--- src/rtl/btb_lookup_pipe.sv ---
// Read side of the 2-way, 8-set BTB: two-stage lookup (read in flight, then response), tag compare and per-set LRU.
// Latency 2 cycles from accept to resp_valid. A stalled response holds stage B, and stage A then replays its read each cycle.
module btb_lookup_pipe (
    input  logic         clk,
    input  logic         rst_n,
    input  logic         req_valid,
    output logic         req_ready,
    input  logic [31:0]  req_pc,
    output logic         rd_en,
    output logic [2:0]   rd_index,
    input  logic [127:0] rd_set,
    input  logic         wr_en,
    input  logic [2:0]   wr_index,
    input  logic [127:0] wr_set,
    input  logic         wr_new,
    input  logic [2:0]   lru_index,
    output logic         lru_write,
    output logic         resp_valid,
    input  logic         resp_ready,
    output logic         resp_hit,
    output logic         resp_way,
    output logic         resp_taken,
    output logic [1:0]   resp_fsm,
    output logic [31:0]  resp_target
);

    logic         a_valid_q, a_valid_d;
    logic [31:0]  a_pc_q, a_pc_d;
    logic         b_valid_q, b_valid_d;
    logic [31:0]  b_pc_q, b_pc_d;
    logic [127:0] b_set_q, b_set_d;
    logic [7:0]   lru_q, lru_d;

    logic b_free, accept, replay, land, resp_hs;
    logic h1, h2;
    logic unused_pad;

    always_comb begin
        b_free    = !b_valid_q || resp_ready;
        req_ready = !a_valid_q || b_free;
        accept    = req_valid && req_ready;
        replay    = a_valid_q && !b_free;
        land      = a_valid_q && b_free;
        rd_en     = accept || replay;
        rd_index  = replay ? a_pc_q[4:2] : req_pc[4:2];
    end

    // Tag compare on the snapshot held in B; way 1 wins when both ways match.
    always_comb begin
        h1 = b_set_q[127] && (b_set_q[126:100] == b_pc_q[31:5]);
        h2 = b_set_q[63]  && (b_set_q[62:36]   == b_pc_q[31:5]);
        resp_valid  = b_valid_q;
        resp_hit    = h1 || h2;
        resp_way    = !h1 && h2;
        resp_fsm    = 2'b00;
        resp_target = b_pc_q + 32'd4;
        if (h1) begin
            resp_fsm    = b_set_q[67:66];
            resp_target = b_set_q[99:68];
        end else if (h2) begin
            resp_fsm    = b_set_q[3:2];
            resp_target = b_set_q[35:4];
        end
        resp_taken = resp_hit && resp_fsm[1];
    end

    assign unused_pad = ^{b_set_q[65:64], b_set_q[1:0]};

    always_comb begin
        resp_hs   = b_valid_q && resp_ready;
        a_valid_d = a_valid_q;
        a_pc_d    = a_pc_q;
        b_valid_d = b_valid_q;
        b_pc_d    = b_pc_q;
        b_set_d   = b_set_q;
        lru_d     = lru_q;

        if (accept) begin
            a_valid_d = 1'b1;
            a_pc_d    = req_pc;
        end else if (land) begin
            a_valid_d = 1'b0;
        end

        // A write landing on the same set as the returning read is newer than rd_set.
        if (land) begin
            b_valid_d = 1'b1;
            b_pc_d    = a_pc_q;
            b_set_d   = (wr_en && (wr_index == a_pc_q[4:2])) ? wr_set : rd_set;
        end else if (resp_hs) begin
            b_valid_d = 1'b0;
        end

        // The write-path toggle is applied last so it overrides a same-set hit update.
        if (resp_hs && resp_hit)
            lru_d[b_pc_q[4:2]] = resp_way;
        if (wr_en && wr_new)
            lru_d[wr_index] = ~lru_q[wr_index];
    end

    assign lru_write = lru_q[lru_index];

    always_ff @(posedge clk or negedge rst_n) begin
        if (!rst_n) begin
            a_valid_q <= 1'b0;
            a_pc_q    <= 32'd0;
            b_valid_q <= 1'b0;
            b_pc_q    <= 32'd0;
            b_set_q   <= 128'd0;
            lru_q     <= 8'hFF;
        end else begin
            a_valid_q <= a_valid_d;
            a_pc_q    <= a_pc_d;
            b_valid_q <= b_valid_d;
            b_pc_q    <= b_pc_d;
            b_set_q   <= b_set_d;
            lru_q     <= lru_d;
        end
    end

endmodule

--- config.mk ---
export PLATFORM = sky130hd
export DESIGN_NAME = btb_lookup_pipe
export DESIGN_NICKNAME = d
export VERILOG_FILES = /design/src/rtl/btb_lookup_pipe.sv
export SDC_FILE = /design/constraint.sdc
export NUM_CORES = 1
export LEC_CHECK = 0
export ABC_AREA = 0
export CAP_MARGIN = 5
export CORE_MARGIN = 3
export CORE_UTILIZATION = 29
export CTS_BUF_LIST = sky130_fd_sc_hd__clkbuf_4
export CTS_CLUSTER_SIZE = 14
export DETAILED_ROUTE_END_ITERATION = 8
export SETUP_SLACK_MARGIN = 0.5
export SLEW_MARGIN = 10
export SYNTH_ARGS = -nofsm -noshare
export SYNTH_HDL_FRONTEND = slang
export SYNTH_SLANG_ARGS = --single-unit
--- constraint.sdc ---
create_clock -name clk -period 2.7 [get_ports clk]
set_input_delay 0.54 -clock clk [delete_from_list [all_inputs] [get_ports clk]]
set_output_delay 0.54 -clock clk [all_outputs]
set_load 0.01 [all_outputs]
== Word-level counts from Yosys, hierarchy flattened ==
Cells that the tools add are included.
Widths: inputs -> output; s select.

* Register bits after elaboration: 202
* Word-level logic and storage cells: 61

* Add/subtract/negate cells: 1
* $lt $le $gt $ge: 5
* Equal/unequal tests: 3
* Muxes and demuxes: 22
* Bitwise operators: 1
* Reductions and logical operators: 23

{| class="wikitable"
|+ Operator list
! cell !! number
|-
| $mux 128 || 1
|-
| $mux 32 || 2
|-
| $eq 27x27->1 || 2
|-
| $add 32x3->32 const B || 1
|-
| $bwmux 8 || 2
|-
| $mux 8 || 2
|-
| $logic_and 1x1->1 || 13
|-
| $lt 3x4->1 const B || 3
|-
| $mux 1 || 8
|-
| $bmux 1 s3 || 2
|-
| $demux 1 s3 || 2
|-
| $ge 3x1->1 const B || 2
|-
| $logic_not 1->1 || 4
|-
| $logic_or 1x1->1 || 4
|-
| $mux 2 || 2
|-
| $reduce_bool 2->1 || 2
|-
| $eq 3x3->1 || 1
|-
| $mux 3 || 1
|-
| $not 1->1 || 1
|}

== Longest topological paths before layout ==
* Word-level depth: 8
* Gate-level depth with buffers: 8
* Depth with buffers taken out: 6

== Worst setup path before layout ==
OpenSTA, ideal clock, no wires.

* Path kind: flip-flop to output port
* Start: register b_pc_q[13]
* End: output resp_fsm[0]
* Data arrival time: 2.159 ns
* Path slack: 0.001 ns
* Cell stages (with the launch flop): 9
* Buffers on the path: 3
* Cell sequence: dfrtp_1 buf_6 xor2_2 nand4bb_1 or4_1 buf_2 nor2_1 buf_2 mux2i_1

* Word-level cells in the longest chain between the ends: 4

{| class="wikitable"
|+ RTL lines
! item !! line !! RTL
|-
| start: declaration || 30 || <nowiki>logic [31:0] b_pc_q, b_pc_d;</nowiki>
|-
| start signal: assignment || 115 || <nowiki>b_pc_q <= b_pc_d;</nowiki>
|-
| $eq 27x27->1 || 51 || <nowiki>h2 = b_set_q[63] && (b_set_q[62:36] == b_pc_q[31:5]);</nowiki>
|-
| $logic_and 1x1->1 || 51 ||
|-
| $mux 2 || 60 || <nowiki>end else if (h2) begin</nowiki>
|-
| $mux 2 * || 57 || <nowiki>if (h1) begin</nowiki>
|-
| end: declaration || 23 || <nowiki>output logic [1:0] resp_fsm,</nowiki>
|}

Every way passes the cells marked *; elsewhere a longest branch is shown, timed or not.

== Worst setup path in the final report ==
* Start: register b_pc_q[19]
* End: output resp_target[24]

* Word-level cells in the longest chain between the ends: 4

{| class="wikitable"
|+ RTL lines
! item !! line !! RTL
|-
| parallel branches: the longest is 3 deep, another holds $add 32x3->32 || -- ||
|-
| $mux 32 * || 57 ||
|-
| end: declaration || 24 || <nowiki>output logic [31:0] resp_target</nowiki>
|}

Every way passes the cells marked *.

==> run metrics <==
slew margin rel. 0.645; vias per inst 5.02; depth of the CTS H-tree 4; total grt overflow 0; vias in the first global route 11100; async set-or-reset flop fraction in the synthesized netlist 1.00; slowest cell delay on critical path 0.58 ns; Setup crit start b_pc_q[19]; final clock skew 0.0380 ns; synthesized flop and latch total 198; first-pass GRT wire length 64200 µm; Routed WL 42700 µm; Sink Count 198; GP Congestion 0.887; Final Hold Vio Count 0; Top delay family on crit path simple AND/OR/NAND/NOR gates; RSZ-0062 raised after global routing true; Critical Path Fanout Max 2; dpl hpwl 32500 µm; die area 0.0411 mm²; ANT nets after route 0; P per Cell Area 560 mW/mm²; Cell variety after synth 63; area post-placement 0.0166 mm²; CP Capture Type output pin; worst r2r path cells 10; Core Area 0.0379 mm²; Clk pin slew, worst setup/hold paths 0.24 ns; pin count of the biggest net entering global routing 62; met1 usage 0.267; syn nets 1435; WL/cell 20.1 µm; initial antenna violation count 1; maximum clock insertion buffer count 2; slew of the pin with the lowest slew margin 0.533 ns; R2R Path Start b_pc_q[16]; Max Freq 0.292 GHz; leakage power 8.21 nW; CTS tree built; Seq/Total Area, Yosys 0.443; most used routing layer in global routing met2; failing checks negative setup slack; Final WS setup -0.727 ns; IO Port Bufs 335; drt first pass iters 5; critical path's slowest cell or4_4; Final Max Tran Viols 0; Hold Path Class input port to asynchronous set/reset pin; total CTS buffers 17; worst r2r dst lru_q[5]; share of cells above drive strength 1 0.339; # rows 71; nets@finish 1903; R2R Setup Slk 0.20 ns; worst vdd ir 0.281 mV; total number of vias 10700; Total GRT Usage 0.202; die width 203 µm; Synth Flop Type dfrtp_1; GR Layer Usage met3 0.0382; # IOs 344; CP required 2.16 ns; post-route cell area 0.0186 mm²; clock root buffer clkbuf_4; iteration-0 DRC count of the detailed router 595; outcome finished, violations left; fin crit period 3.43 ns; Max Cap Viol 0; Synth Area per Inst 9.89 µm²; Die H 203 µm; Initial Util 0.296; met2 Usage GRT 0.341; CP Class flop to output pin; Startpoint Class flop; worst-path cell chain buf_6 -> xnor2_4 -> nand4_1 -> or4_4 -> o211a_4 -> o31ai_4 -> buf_2; Post-Syn Instances 1134; Crit path arrival time 2.89 ns; Post-synth EDFFs 0; Tcrit/Tclk final 1.27; worst setup path endpoint resp_target[24]; Skew-Pair Late Insertion Delay 0.67 ns; area delta synth->final 65.4%; DRC viols 0; final setup vio count 37; WP depth 7; Worst Path Buf+Inv 2; Yosys Warn Count 0; Final Power 10.4 mW; Mapped Area 0.0112 mm²
[cell usage in the layout (no fill, tap or decap), types with 23 or more instances in the layout]
cell / count
mux2_2: 64
o21ai_0: 125
buf_2: 31
nand2_1: 142
dfrtp_1: 176
buf_12: 27
buf_6: 51
nand3_1: 36
clkdlybuf4s50_1: 288
buf_4: 137
nand4_1: 35
xnor2_1: 28
mux2i_1: 124
o31ai_2: 23
[timing repair]
action | in CTS | in global routing
hold buffers | 1 | 0
setup endpoints to repair | 50 | 51
gates resized for setup | 296 | 90
pin swaps | 45 | 42
hold endpoints to repair | 54 | 0
cloned | 5 | 3
setup buffers | 43 | 16
[through the flow]
| stage | utilization | hold slack, ns | setup WS [ns] | std cells | TNS [ns] |
|---|---|---|---|---|---|
| finish | 0.489 | 0.393 | -0.727 | 2127 | -24.60 |
| global route | 0.489 | 0.426 | -0.849 | 2127 | -28.58 |
| CTS | 0.470 | 0.399 | -0.787 | 2107 | -26.16 |
| detailed placement | 0.438 | 0.467 | -0.525 | 2026 | -16.39 |
| global placement | 0.438 | 0.460 | -0.528 | 2026 | -15.85 |
| floorplan | - | 0.244 | 0.202 | 1134 | 0 |
[sequential cells by signal, indices dropped and copies added (netlist names)]
| name | flops |
|---|---|
| a_pc_q | 32 |
| a_valid_q | 1 |
| b_pc_q | 32 |
| b_set_q | 124 |
| lru_q | 8 |
| resp_valid | 1 |
[kinds of logic (layout without fill, tap and decap cells)]
logic type | Yosys count | in the layout | synth area share
AOI/OAI and AO/OA | 230 | 230 | 0.126
xor gates and xnor gates | 71 | 71 | 0.0585
adders and majority gates | 1 | 1 | 0.00112
buffers and inverters | 109 | 590 | 0.0407
DFF | 198 | 198 | 0.443
muxes | 197 | 197 | 0.186
other | 0 | 1 | 0
and+or+nand+nor | 328 | 328 | 0.146
[worst min-delay path by stage]
stage                       end  slack [ns]  cells past startpoint
floorplan             a_pc_q[0]        0.24                      0
CTS                 b_set_q[91]        0.40                      2
global placement     b_set_q[5]        0.46                      2
global route        b_set_q[33]        0.43                      2
finish              b_set_q[33]        0.39                      2
detailed placement   b_set_q[5]        0.47                      2
[layout make-up]
type,instances,area [µm²]
flip-flops and latches,198,4980
diodes,1,2.50
clock inverters,15,236
multi-input cells,827,7040
clock buffers,17,128
inverters,8,30.0
repair buffers,550,5500
well taps,511,639
fillers,3535,19400
[layer usage]
layer / vias up / part of all wire
met3: 59 / 0.057
li1: 5058 / -
met1: 5184 / 0.44
met2: 381 / 0.48
met5: - / 0
met4: 0 / 0.024
[cells in the mapped netlist, types with 15 or more instances]
master	number	area (µm²)
o31ai_1	31	233
o21ai_0	128	641
xnor2_1	53	464
nand2_1	144	541
buf_2	23	115
nand3_1	38	190
clkbuf_1	68	255
nand4_1	35	219
xor2_1	15	131
mux2_2	68	766
mux2i_1	127	1270
nor3_1	34	170
dfrtp_1	190	4750
[power breakdown]
part           total, mW  leakage [nW]  switching, mW  internal, mW
combinational       4.32          5.66           1.95          2.37
clock               1.92         0.187           1.40         0.520
sequential          4.15          2.36          0.602          3.55
total               10.4          8.21           3.95          6.43
Power figures use the tool's default switching activity.
